--- config.mk ---
export PLATFORM = sky130hd
export DESIGN_NAME = mouse_master_sm
export DESIGN_NICKNAME = d
export VERILOG_FILES = /design/src/rtl/mouse_master_sm.sv
export SDC_FILE = /design/constraint.sdc
export NUM_CORES = 1
export LEC_CHECK = 0
export ABC_AREA = 1
export BUFFER_PORTS_ARGS = -buffer_cell sky130_fd_sc_hd__buf_2
export CELL_PAD_IN_SITES_DETAIL_PLACEMENT = 1
export CELL_PAD_IN_SITES_GLOBAL_PLACEMENT = 2
export CORE_ASPECT_RATIO = 1.5
export CORE_MARGIN = 3
export CORE_UTILIZATION = 30
export DETAILED_ROUTE_END_ITERATION = 7
export GPL_ROUTABILITY_DRIVEN = 0
export PLACE_DENSITY = 0.82
export SLEW_MARGIN = 20
export SYNTH_ARGS = -nofsm -noshare
export SYNTH_HDL_FRONTEND = slang
export SYNTH_SLANG_ARGS = --single-unit
--- constraint.sdc ---
create_clock -name CLK -period 2 [get_ports CLK]
set_input_delay 0.1 -clock CLK [delete_from_list [all_inputs] [get_ports CLK]]
set_output_delay 0.1 -clock CLK [all_outputs]
set_load 0.02 [all_outputs]
--- src/rtl/mouse_master_sm.sv ---
// mouse_master_sm: PS/2 host master running the mouse reset/enable handshake,
// then framing 3-byte movement packets and pulsing an interrupt per packet.
module mouse_master_sm #(
  parameter int unsigned STARTUP_CYCLES = 5000000,
  parameter int unsigned TIMEOUT_CYCLES = 50000000
) (
  input  logic       CLK,
  input  logic       RESET,
  output logic       SEND_BYTE,
  output logic [7:0] BYTE_TO_SEND,
  input  logic       BYTE_SENT,
  output logic       READ_ENABLE,
  input  logic       BYTE_READ,
  input  logic [7:0] BYTE_RECEIVED,
  input  logic [1:0] BYTE_ERROR_CODE,
  output logic [7:0] MOUSE_STATUS,
  output logic [7:0] MOUSE_DX,
  output logic [7:0] MOUSE_DY,
  output logic       SEND_INTERRUPT,
  output logic       INIT_DONE
);
  typedef enum logic [3:0] {
    S_STARTUP, S_SEND_FF, S_WAIT_FF_SENT, S_WAIT_FA1, S_WAIT_AA, S_WAIT_ID,
    S_SEND_F4, S_WAIT_F4_SENT, S_WAIT_FA2, S_READ_STATUS, S_READ_DX, S_READ_DY,
    S_INTERRUPT
  } state_t;
  localparam logic [31:0] L_START = 32'(STARTUP_CYCLES - 1);
  localparam logic [31:0] L_TMO = 32'(TIMEOUT_CYCLES - 1);
  state_t r_state, w_next;
  logic [31:0] r_timer;
  logic [7:0] r_byte, r_status, r_dx, r_ms, r_mx, r_my;
  logic r_init;
  logic w_ok, w_bad, w_tmo;
  assign w_ok = BYTE_READ && (BYTE_ERROR_CODE == 2'b00);
  assign w_bad = BYTE_READ && (BYTE_ERROR_CODE != 2'b00);
  assign w_tmo = r_timer == L_TMO;
  // Init waits: a received byte always decides (beating a same-cycle timeout);
  // anything but the expected byte forces a full restart.
  always_comb begin
    w_next = r_state;
    case (r_state)
      S_STARTUP:      w_next = (r_timer == L_START) ? S_SEND_FF : S_STARTUP;
      S_SEND_FF:      w_next = S_WAIT_FF_SENT;
      S_WAIT_FF_SENT: w_next = BYTE_SENT ? S_WAIT_FA1 : w_tmo ? S_STARTUP : r_state;
      S_WAIT_FA1:     w_next = BYTE_READ ? ((w_ok && BYTE_RECEIVED == 8'hFA) ? S_WAIT_AA : S_STARTUP) : w_tmo ? S_STARTUP : r_state;
      S_WAIT_AA:      w_next = BYTE_READ ? ((w_ok && BYTE_RECEIVED == 8'hAA) ? S_WAIT_ID : S_STARTUP) : w_tmo ? S_STARTUP : r_state;
      S_WAIT_ID:      w_next = BYTE_READ ? ((w_ok && BYTE_RECEIVED == 8'h00) ? S_SEND_F4 : S_STARTUP) : w_tmo ? S_STARTUP : r_state;
      S_SEND_F4:      w_next = S_WAIT_F4_SENT;
      S_WAIT_F4_SENT: w_next = BYTE_SENT ? S_WAIT_FA2 : w_tmo ? S_STARTUP : r_state;
      S_WAIT_FA2:     w_next = BYTE_READ ? ((w_ok && BYTE_RECEIVED == 8'hFA) ? S_READ_STATUS : S_STARTUP) : w_tmo ? S_STARTUP : r_state;
      S_READ_STATUS:  w_next = (w_ok && BYTE_RECEIVED[3]) ? S_READ_DX : S_READ_STATUS;
      S_READ_DX:      w_next = w_ok ? S_READ_DY : (w_bad || w_tmo) ? S_READ_STATUS : r_state;
      S_READ_DY:      w_next = w_ok ? S_INTERRUPT : (w_bad || w_tmo) ? S_READ_STATUS : r_state;
      S_INTERRUPT:    w_next = S_READ_STATUS;
      default:        w_next = S_STARTUP;
    endcase
  end
  always_ff @(posedge CLK) begin
    if (!RESET) begin
      r_state <= S_STARTUP;
      r_timer <= '0;
      r_byte <= '0;
      r_init <= 1'b0;
      r_status <= '0;
      r_dx <= '0;
      r_ms <= '0;
      r_mx <= '0;
      r_my <= '0;
    end else begin
      r_state <= w_next;
      r_timer <= (w_next != r_state) ? '0 : r_timer + 32'd1;
      r_byte <= (w_next == S_SEND_FF) ? 8'hFF : (w_next == S_SEND_F4) ? 8'hF4 : r_byte;
      r_init <= (w_next == S_STARTUP) ? 1'b0 : (r_state == S_WAIT_FA2 && w_next == S_READ_STATUS) ? 1'b1 : r_init;
      if (r_state == S_READ_STATUS && w_next == S_READ_DX) r_status <= BYTE_RECEIVED;
      if (r_state == S_READ_DX && w_next == S_READ_DY) r_dx <= BYTE_RECEIVED;
      // Published on entry to S_INTERRUPT so values are valid with the pulse
      if (r_state == S_READ_DY && w_next == S_INTERRUPT) begin
        r_ms <= r_status;
        r_mx <= r_dx;
        r_my <= BYTE_RECEIVED;
      end
    end
  end
  assign SEND_BYTE = (r_state == S_SEND_FF) || (r_state == S_SEND_F4);
  assign BYTE_TO_SEND = r_byte;
  assign READ_ENABLE = r_state inside {S_WAIT_FA1, S_WAIT_AA, S_WAIT_ID, S_WAIT_FA2, S_READ_STATUS, S_READ_DX, S_READ_DY};
  assign SEND_INTERRUPT = r_state == S_INTERRUPT;
  assign INIT_DONE = r_init;
  assign MOUSE_STATUS = r_ms;
  assign MOUSE_DX = r_mx;
  assign MOUSE_DY = r_my;
endmodule

== Word level (Yosys, flattened, before mapping) ==
Cells that the tools add are included.
Storage, ports and cells
  register bits: 85
  latch bits: 0
  bits in read-only memories: 0
  memories kept: 0
  bits of input ports: 14
  output and inout bits: 36
  RAM bits: 0
Cells by class
  divide/modulo/power cells: 0
  shift-type cells: 0
  multiply operators: 0
  eq/ne operators: 23
  reduce and logical (&&, ||, !) cells: 21
  add/subtract/negate cells: 1
  bitwise gates (word level): 1
  order comparisons: 0
  multiplexer cells: 19
Operators with widths (number)
  $pmux 4 s13: 1
  $mux 4: 11
  $eq 4x4->1 const B: 9
  $add 32x1->32 const B: 1
  $eq 32x23->1 const B: 1
  $eq 32x26->1 const B: 1
  $eq 4x3->1 const B: 5
  $eq 8x8->1 const B: 2
  $mux 8: 2
  $logic_and 1x1->1: 10
  $mux 3: 3
  $eq 4x1->1 const B: 2
  $eq 4x2->1 const B: 2
  $logic_not 4->1: 2
  $logic_not 8->1: 1
  $reduce_bool 7->1: 1
  $ne 4x4->1: 1
  $reduce_bool 2->1: 2
  $reduce_or 2->1: 2
  $logic_not 2->1: 1
  $logic_or 1x1->1: 2
  $mux 2: 1
  $mux 1: 1
  $not 1->1: 1

== Depth between registers and ports, before layout ==
Gate-level depths: netlist (run 1).
  depth in word-level cells: 9
  mapped depth: 16
  gate-level depth less buffers: 16

== Least setup slack after synthesis (run 1) ==
Ideal clock, no wire load.
  kind: register to register
  start: register r_timer[0]
  end: register r_timer[0]
  slack: 53 ps
  required time: 1879 ps
  cell stages (with the launch flop): 16
  library setup time: 121 ps
  data arrival time: 1826 ps
  buffers on the path: 1
  cell sequence: dfxtp_1 > ha_1 > nand2_1 > nor2_1 > nand3_1 > nor2_1 > nand2_2 > nand2_1 > nand2_1 > nand2_1 > inv_2 > nor2_2 > nand2_1 > nand4_2 > buf_6 > nor3_2
On the way
  word-level cells in the longest chain between the ends: 7
RTL lines
  start: declaration: line 30  | logic [31:0] r_timer;
  start signal: assignment: line 71  | r_timer <= (w_next != r_state) ? '0 : r_timer + 32'd1;
  $eq 32x26->1: line 36  | assign w_tmo = r_timer == L_TMO;
  $logic_or 1x1->1: line 52, 53
  $mux 4: line 52, 53
  $mux 4 (on tied branches): line 53, 52
  $pmux 4 s13: line 41  | case (r_state)
  $ne 4x4->1: line 71
  $reduce_or 2->1 (no line)
Parallel ways exist; a longest one is shown, timed or not.
A chain may end at the register's enable or synchronous reset.

== Worst setup path in the final report (run 1) ==
  start: register r_state[0]
  end: register r_timer[22]
On the way
  word-level cells in the longest chain between the ends: 5
RTL lines
  start: declaration: line 29  | state_t r_state, w_next;
  start signal: assignment: line 70  | r_state <= w_next;
  $mux 4 (on tied branches)
  $mux 4, or another cell as far along: line 53  | S_READ_DY: w_next = w_ok ? S_INTERRUPT : (w_bad || w_tmo) ? S_READ_STATUS : r_state;
  $pmux 4 s13: line 41
  $ne 4x4->1 (*): line 71
  $reduce_or 2->1 (no line) (*)
Every way passes the cells marked *; elsewhere a longest branch is shown, timed or not.

==> results of run 1 <==
[per-stage QoR]
stage	utilization	instance area (sq um)	total power [mW]	setup slack (ns)
floorplan	-	4310	1.68	0.0533
global placement	0.374	5260	1.73	-0.116
global route	0.438	6160	3.50	-0.226
CTS	0.423	5950	3.44	-0.0933
detailed placement	0.374	5260	1.73	-0.272
finish	0.438	6160	3.39	-0.139
[cells by family (layout without fill, tap and decap cells)]
kind of cell               Yosys count  count (layout)
AOI/OAI and AO/OA                   60              60
buffers and inverters              103             233
and+or+nand+nor                    343             343
adders and majority gates            1               1
DFF                                 79              79
xor gates and xnor gates            25              25
[area by class of cell]
type / instances / area [sq um] / area share
Clock inverter: 7 / 67.6 / 0.0110
Tap cell: 192 / 240 / 0.0390
Inverter: 79 / 299 / 0.0485
Timing Repair Buffer: 138 / 1130 / 0.183
Sequential cell: 79 / 1600 / 0.259
Multi-Input combinational cell: 429 / 2600 / 0.423
Clock buffer: 9 / 225 / 0.0365
[worst max path at each step]
stage | end | slack [ns] | depth (start not counted)
after floorplan | r_timer[0] | 0.05 | 15
after global placement | BYTE_TO_SEND[3] | -0.12 | 14
after detailed placement | r_timer[31] | -0.27 | 15
after CTS | r_timer[4] | -0.09 | 15
after global routing | BYTE_TO_SEND[6] | -0.23 | 18
final | r_timer[22] | -0.14 | 15
[state kept, by name (all words and copies together), names as in the netlist]
register      cells
BYTE_TO_SEND      2
INIT_DONE         1
MOUSE_DX          8
MOUSE_DY          8
MOUSE_STATUS      8
r_dx              8
r_state           4
r_status          8
r_timer          32
[cell usage in the layout (no fill, tap or decap), types with 8 or more instances in the layout]
| master | n |
|---|---|
| a21oi_2 | 16 |
| nor4_1 | 8 |
| nor2_2 | 15 |
| buf_4 | 71 |
| a21oi_1 | 27 |
| nor2_1 | 65 |
| nand2_1 | 99 |
| nor3_1 | 13 |
| nand4_1 | 13 |
| dfxtp_1 | 72 |
| clkbuf_16 | 10 |
| buf_2 | 49 |
| nand3_1 | 44 |
| nand2_2 | 26 |
| xor2_1 | 21 |
| o21ai_0 | 12 |
| inv_2 | 8 |
| nor3_2 | 28 |
| nand2_4 | 8 |
| inv_1 | 69 |
[worst register-to-register path, stage by stage, from the launching register on]
cell and delay [ns]:
dfxtp_4 0.38, inv_1 0.14, nand2_1 0.16, nor2_4 0.15, nor2_2 0.05, nand2_1 0.06, nor2_1 0.05, o21bai_1 0.18
nand2_1 0.09, inv_2 0.07, nor2_4 0.05, nand2_2 0.06, nand4_4 0.14, buf_12 0.19, buf_16 0.15, nor3_4 0.16
[what timing repair did]
| action | in CTS | in global routing |
|---|---|---|
| setup buffers | 9 | 2 |
| setup endpoints to repair | 67 | 69 |
| gates cloned | 6 | 1 |
| gates resized for setup | 44 | 69 |
| pin swaps | 9 | 20 |
[metal layers]
layer | share of wire | global-route usage
met3 | 0.027 | 0.0297
met5 | 0 | 0
met2 | 0.57 | 0.394
met4 | 0.049 | 0.111
met1 | 0.35 | 0.193
[where the power goes]
part / total [mW] / internal (mW) / switching [mW]
clock: 1.65 / 0.882 / 0.770
sequential: 1.58 / 1.57 / 0.00801
combinational: 0.155 / 0.0584 / 0.0962
==> results.toml, run 1 <==
[sta]
skew_ns = 0.00692
period_minus_slack_ns = 2.14
max_freq_mhz = 467
grt_setup_unrepaired = "true"
setup_tns_ns = -2.37
maxSlewViolCount = 0
setup_viol = 36
worstMarginPinSlew_ns = 0.474
holdWs_ns = 0.0559
post-route-period-util = 1.07
relSlewSlack = 0.684
hold_viol = 0
fin_ws_ns = -0.139

[yosys]
async_flop_share = 0
yosysUniqueCellTypes = 30
synth_edf_count = 0
synth_area_leaders = "dfxtp_1 37%, nand2_1 11%, nor3_2 7.2%"
syn-num-nets = 626
synth-xor-area-share = 0.0508
synth_compound_area_frac = 0.0708
synth_top_family_by_area = "simple AND/OR/NAND/NOR gates"
synth.area.mux_share = 0
yosysMostFrequentCell = "nand2_1"
ys_seq_area_frac = 0.367
ys_seq_elements = 79
synth_area_leader_cell = "dfxtp_1"
yosysTopAreaCellShare = 0.367
yosys.area_share.adder = 0.00290
ys_dominant_reg_cell = "dfxtp_1"
yosys.area_share.simple = 0.399
netlist_area_sq_um = 4310
synthCells = 611
ys_warn_count = 0
syn_avg_cell_area_sq_um = 7.05
ys_top_cells_by_count = "124 x nand2_1, 79 x dfxtp_1, 79 x nor2_1"

[run]
drv_cap = 0

[clocking]
tritoncts = "built"
clkLatencyLatePin_ns = 0.34
clk_root_buffer_cell = "clkbuf_16"
clock-sinks = 79
cts.clk_slew.worst_paths_ns = 0.07
htreeDepth = 3
clock_path_buffers = 2
cts_hold_buf = 0
numCtsBuffers = 9

[power_and_ir_drop]
p_per_area_nw_per_um2 = 550
leakagePower_nw = 2.48
irDropWorstVdd_mv = 0.424

[status]
status = "complete, but fails checks"
violations = "negative setup slack"

[cells_and_area]
layout-drive-gt1-share = 0.389
nFillCells = 1809
diodes = 0
finalNonFillerCells = 933
area_growth_syn_to_layout_pct = 43.0
final_nets = 751

[hold_path]
min_path_type = "input port to register"
worstHoldPathCells = 3
whs_endpoint = "r_dx[4]"
hp-start = "BYTE_RECEIVED[4]"

[setup_path]
r2r_slack_ns = -0.14
crit_path_top_delay_cell = "dfxtp_4"
crit_top_cell = "nand2_1"
r2r-start = "r_state[0]"
crit_path_max_fanout = 8
crit_buf_inv = 4
crit_chain = "inv_1, nand2_1, nor2_4, nor2_2, nand2_1, nor2_1, o21bai_1, nand2_1, inv_2, nor2_4, nand2_2, nand4_4, buf_12, buf_16, nor3_4"
cp.required_ns = 2.27
endpoint_kind = "register"
cpPeakStageDelay_ns = 0.38
r2r_cells = 15
timing.critical_path.from_type = "register"
crit_arrival_ns = 2.41
path_class = "register to register"
critical_path.startpoint = "r_state[0]"
path_delay_family = "simple AND/OR/NAND/NOR gates"
r2r-end = "r_timer[22]"

[route]
viasPerCell = 4.93
detailedRoute.firstIterationViolations = 113
ant_nets = 0
drc = 0
drt_wl_total_um = 15800
first_pass_iters = 4
wl_per_cell_um = 16.9
dr_total_vias = 4604

[placed_design]
dpl.hpwl_um = 11200
port_buffers = 49
dpl.cell_count = 903

[global_route]
grt-ovfl-total = 0
grt_max_degree = 37
grt_pass1_wl_um = 25300
grt_pass1_vias = 5042
antenna_found_initial = 0
grt_use_total = 0.199

[floorplan]
coreArea_sq_um = 14100
die_x_um = 104
dieArea_sq_um = 15900
io_pins = 50
num_rows = 53
start_util = 0.307
die-height_um = 153
Note: power is estimated with default switching activity, not from simulation.
==> run 2: changes to the inputs <==
- CELL_PAD_IN_SITES_DETAIL_PLACEMENT: 1 -> not set
- CELL_PAD_IN_SITES_GLOBAL_PLACEMENT: 2 -> not set
- CORE_UTILIZATION: 30 -> 35
- PLACE_DENSITY: 0.82 -> 0.6
==> run 2 against run 1 <==
The run still ends with negative setup slack left. Routed wire length is 17% lower. Sequential share of layout area rose by 0.76 points. Design area is 3.1% lower. Global-route usage is 1.4 points lower. Final cell count shrank 7.0%. Clock power grew 3%. Critical path depth rose by 1. Highest routed layer unchanged.
==> results.toml, run 2 (synthesized netlist as in run 1, its figures left out) <==
[sta]
fin_ws_ns = -0.119
relSlewSlack = 0.672
holdWs_ns = 0.0624
hold_viol = 0
max_freq_mhz = 472
grt_setup_unrepaired = "true"
post-route-period-util = 1.06
setup_tns_ns = -3.45
worstMarginPinSlew_ns = 0.487
period_minus_slack_ns = 2.12
skew_ns = 0.00703
setup_viol = 41
maxSlewViolCount = 0

[setup_path]
r2r_slack_ns = -0.12
cp.required_ns = 2.24
r2r-end = "r_timer[0]"
crit_path_top_delay_cell = "dfxtp_2"
critical_path.startpoint = "r_timer[0]"
crit_top_cell = "nand2_2"
cpPeakStageDelay_ns = 0.37
crit_path_end = "r_timer[0]"
crit_arrival_ns = 2.36
r2r_cells = 16
r2r-start = "r_timer[0]"
crit_chain = "ha_4, nand2_2, nor2_2, nand3_1, nor2_2, nand2_2, buf_6, nand2_4, nand2_2, nand2_2, nand2_2, nor2_4, nand2_2, nand4_4, clkbuf_16, nor3_2"
timing.critical_path.from_type = "register"
endpoint_kind = "register"
path_class = "register to register"
crit_path_max_fanout = 5

[power_and_ir_drop]
p_total_mw = 3.43
power_switching_mw = 0.812
irDropWorstVdd_mv = 0.493
p_clk_frac = 0.495
swShare = 0.237
comb_power_share = 0.042
p_per_area_nw_per_um2 = 574
sequentialPowerShare = 0.463
p_int_mw = 2.61
leakagePower_nw = 2.35

[global_route]
use_met3 = 0.0334
grt_max_degree = 27
grtUsageMet1 = 0.186
grt_use_total = 0.185
busiest_layer = "met2"
grt_pass1_vias = 4261
grt_pass1_wl_um = 19700
antenna_found_initial = 0
gr-usage-met2 = 0.358
grt-ovfl-total = 0

[cells_and_area]
final_nets = 725
layout-drive-gt1-share = 0.372
nFillCells = 1189
regMostFlops = "r_timer"
final_common_cell = "nand2_1"
diodes = 0
mostFrequentLayoutCells = "93 x nand2_1, 72 x dfxtp_1, 72 x nor2_1"
finalNonFillerCells = 868
largest_register_ff_count = 32
area_growth_syn_to_layout_pct = 38.5

[clocking]
htreeDepth = 3
cts.clk_slew.worst_paths_ns = 0.06
numCtsBuffers = 9
clock-sinks = 79
clk_root_buffer_cell = "clkbuf_16"
clkLatencyLatePin_ns = 0.35
tritoncts = "built"
cts_hold_buf = 0
clock_path_buffers = 2

[route]
drc = 0
dr_total_vias = 4357
drt_wl_total_um = 13100
ant_nets = 0
detailedRoute.firstIterationViolations = 140
viasPerCell = 5.02
wl_per_cell_um = 15.1
first_pass_iters = 4

[status]
violations = "negative setup slack"
status = "complete, but fails checks"

[floorplan]
die-height_um = 142
die_x_um = 96.6
io_pins = 50
num_rows = 49
coreArea_sq_um = 12000
dieArea_sq_um = 13700
start_util = 0.359

[placed_design]
dpl.cell_count = 839
port_buffers = 49
dpl.hpwl_um = 9260
post-place-ws_ns = -0.0906

[run]
drv_cap = 0

[hold_path]
min_path_type = "input port to register"
-- run 2: power by group through the flow --
stage | logic, mW | registers (mW) | clock network [mW]
6_report | 0.144 | 1.59 | 1.70
4_1_cts | 0.124 | 1.59 | 1.71
2_1_floorplan | 0.0602 | 1.62 | 0
5_1_grt | 0.155 | 1.58 | 1.78
3_3_place_gp | 0.105 | 1.62 | 0
3_5_place_dp | 0.109 | 1.62 | 0
-- run 2: per-stage QoR --
step	cell area, sq um	util
after floorplan	4310	-
after global placement	4990	0.416
after detailed placement	4990	0.416
after CTS	5440	0.452
after global routing	5970	0.497
final	5970	0.497
-- run 2: worst max-delay path, delay by kind of cell, from the launching register on --
kind | cells | cell delay [ns]
buffers and inverters | 2 | 0.36
DFF | 1 | 0.37
and+or+nand+nor | 13 | 1.12
adders and majority gates | 1 | 0.15
-- run 2: how the worst min path moves through the flow --
stage / depth (start not counted) / end / from
floorplan: 2 / INIT_DONE / RESET
global placement: 3 / r_dx[7] / BYTE_RECEIVED[7]
detailed placement: 3 / r_dx[6] / BYTE_RECEIVED[6]
CTS: 3 / r_dx[6] / BYTE_RECEIVED[6]
global route: 3 / r_dx[6] / BYTE_RECEIVED[6]
finish: 3 / r_dx[6] / BYTE_RECEIVED[6]
-- run 2: cell type report --
class | instances | area (sq um) | area share
Multi-Input combinational cell | 429 | 2640 | 0.443
Sequential cell | 79 | 1590 | 0.267
Timing Repair Buffer | 112 | 933 | 0.156
Inverter | 79 | 304 | 0.0509
Clock buffer | 9 | 225 | 0.0377
Tap cell | 153 | 191 | 0.0321
Clock inverter | 7 | 77.6 | 0.0130
-- run 2: routing by layer --
metal,vias up,part of all wire
li1,2157,-
met1,2043,0.36
met2,124,0.57
met3,33,0.040
met4,0,0.032
met5,-,0
-- run 2: what timing repair did --
action | 4_1_cts | 5_1_grt
buffers inserted | 4 | 1
gates cloned | 2 | 6
resized for setup | 18 | 104
hold endpoints to repair | 0 | 0
endpoints found under the setup margin | 50 | 68
pin swaps | 4 | 34
==> run 3: changes to the inputs <==
- CORE_MARGIN: 3 -> 2
- PLACE_DENSITY: 0.6 -> 0.58
- clock period: 2 -> 2.4 ns (I/O delays scaled with it)
==> run 3 against run 2 <==
The run now ends clean. Via count is 8.1% lower. Clock power fell by 18%. Design area fell by 15%. Clock skew down 0.0015 ns. Utilization down 7.5 points.
==> results.toml, run 3 (synthesized netlist as in run 1, its figures left out) <==
[setup_path]
crit_path_max_fanout = 11
r2r-end = "r_timer[27]"
r2r_slack_ns = 0.23
r2r_cells = 10
cp.required_ns = 2.67
timing.critical_path.from_type = "register"
crit_arrival_ns = 2.44
endpoint_kind = "register"
r2r-start = "r_timer[1]"
path_class = "register to register"

[power_and_ir_drop]
p_int_mw = 2.16
p_per_area_nw_per_um2 = 552
irDropWorstVdd_mv = 0.622
sequentialPowerShare = 0.472
p_clk_frac = 0.498
leakagePower_nw = 2.00
p_total_mw = 2.80
comb_power_share = 0.030
swShare = 0.229
power_switching_mw = 0.640

[cells_and_area]
final_nets = 679
area_growth_syn_to_layout_pct = 17.6
final_common_cell = "nand2_1"
fin_util = 0.422
layout-drive-gt1-share = 0.221
largest_register_ff_count = 32
regMostFlops = "r_timer"
diodes = 0
mostFrequentLayoutCells = "125 x nand2_1, 78 x dfxtp_1, 77 x nor2_1"

[sta]
relSlewSlack = 0.653
setup_viol = 0
period_minus_slack_ns = 2.17
max_freq_mhz = 460
maxSlewViolCount = 0
hold_viol = 0
skew_ns = 0.00556
worstMarginPinSlew_ns = 0.516
post-route-period-util = 0.905

[route]
detailedRoute.firstIterationViolations = 165
wl_per_cell_um = 13.7
drc = 0
first_pass_iters = 4
drt_wl_total_um = 11200
dr_total_vias = 4006
ant_nets = 0
viasPerCell = 4.87

[global_route]
antenna_found_initial = 0
grt_pass1_wl_um = 18200
grt_max_degree = 33
grt_use_total = 0.176
grt-ovfl-total = 0
grt_pass1_vias = 3916

[clocking]
htreeDepth = 3
clock_path_buffers = 2
numCtsBuffers = 9
clkLatencyLatePin_ns = 0.34
clock-sinks = 79
cts_hold_buf = 0
tritoncts = "built"
clk_root_buffer_cell = "clkbuf_16"
cts.clk_slew.worst_paths_ns = 0.06

[floorplan]
coreArea_sq_um = 12000
die-height_um = 140
start_util = 0.359
num_rows = 49
dieArea_sq_um = 13200
die_x_um = 94.6
io_pins = 50

[hold_path]
hp-start = "BYTE_RECEIVED[0]"
whs_endpoint = "r_status[0]"
worstHoldPathCells = 3
min_path_type = "input port to register"

[status]
status = "finished, final reports clean"

[placed_design]
dpl.hpwl_um = 8700
port_buffers = 49

[run]
drv_cap = 0
## run 3: critical path, cell delays in order, from the launching register on
cell	delay, ns
dfxtp_1	0.38
ha_2	0.23
nand3_2	0.14
nor3_1	0.27
nand3_1	0.23
nand2_1	0.13
nor2_2	0.06
nand4_1	0.17
nand2_8	0.13
buf_12	0.17
nor3_2	0.17
## run 3: worst max path at each step
stage / from / end / slack (ns)
after detailed placement: r_state[0] / r_timer[27] / 0.17
after floorplan: r_timer[0] / r_timer[0] / 0.45
after global placement: r_state[0] / r_timer[6] / 0.18
after CTS: r_state[0] / r_timer[27] / 0.14
after global routing: r_timer[1] / r_timer[10] / -0.05
final: r_timer[1] / r_timer[27] / 0.23
## run 3: cell type report
type / count / area (sq um)
clock buffer: 9 / 225
multi-input combinational: 430 / 2280
inverter: 79 / 297
sequential: 79 / 1580
fill: 1291 / 6950
tap: 153 / 191
timing repair buffer: 65 / 415
clock inverter: 7 / 77.6
## run 3: per-stage QoR
step | TNS (ns) | hold slack (ns) | cells | instance area (sq um) | setup slack, ns
after global routing | -0.680 | 0.0749 | 822 | 5070 | -0.0461
after CTS | 0 | 0.0674 | 820 | 5030 | 0.138
after detailed placement | 0 | 0.435 | 804 | 4730 | 0.173
after global placement | 0 | 0.426 | 804 | 4730 | 0.178
final | 0 | 0.0852 | 822 | 5070 | 0.228
after floorplan | 0 | 0.258 | 611 | 4310 | 0.453
## run 3: power by group through the flow
stage	sequential, mW	clock [mW]	combinational [mW]
5_1_grt	1.32	1.48	0.0931
6_report	1.32	1.39	0.0827
4_1_cts	1.32	1.44	0.0827
3_5_place_dp	1.35	0	0.0825
3_3_place_gp	1.35	0	0.0819
2_1_floorplan	1.35	0	0.0501
## run 3: layer usage
layer | share of wire | wire length, um | up-vias | global-route usage
li1 | - | - | 2066 | -
met1 | 0.37 | 4200 | 1802 | 0.177
met2 | 0.54 | 6040 | 97 | 0.323
met3 | 0.036 | 409 | 41 | 0.0366
met4 | 0.052 | 579 | 0 | 0.106
met5 | 0 | 0 | - | 0
## run 3: timing repair
item | 4_1_cts | 5_1_grt
buffers inserted | 0 | 1
hold endpoints to repair | 0 | 0
resized for setup | 0 | 6
endpoints found under the setup margin | 0 | 40
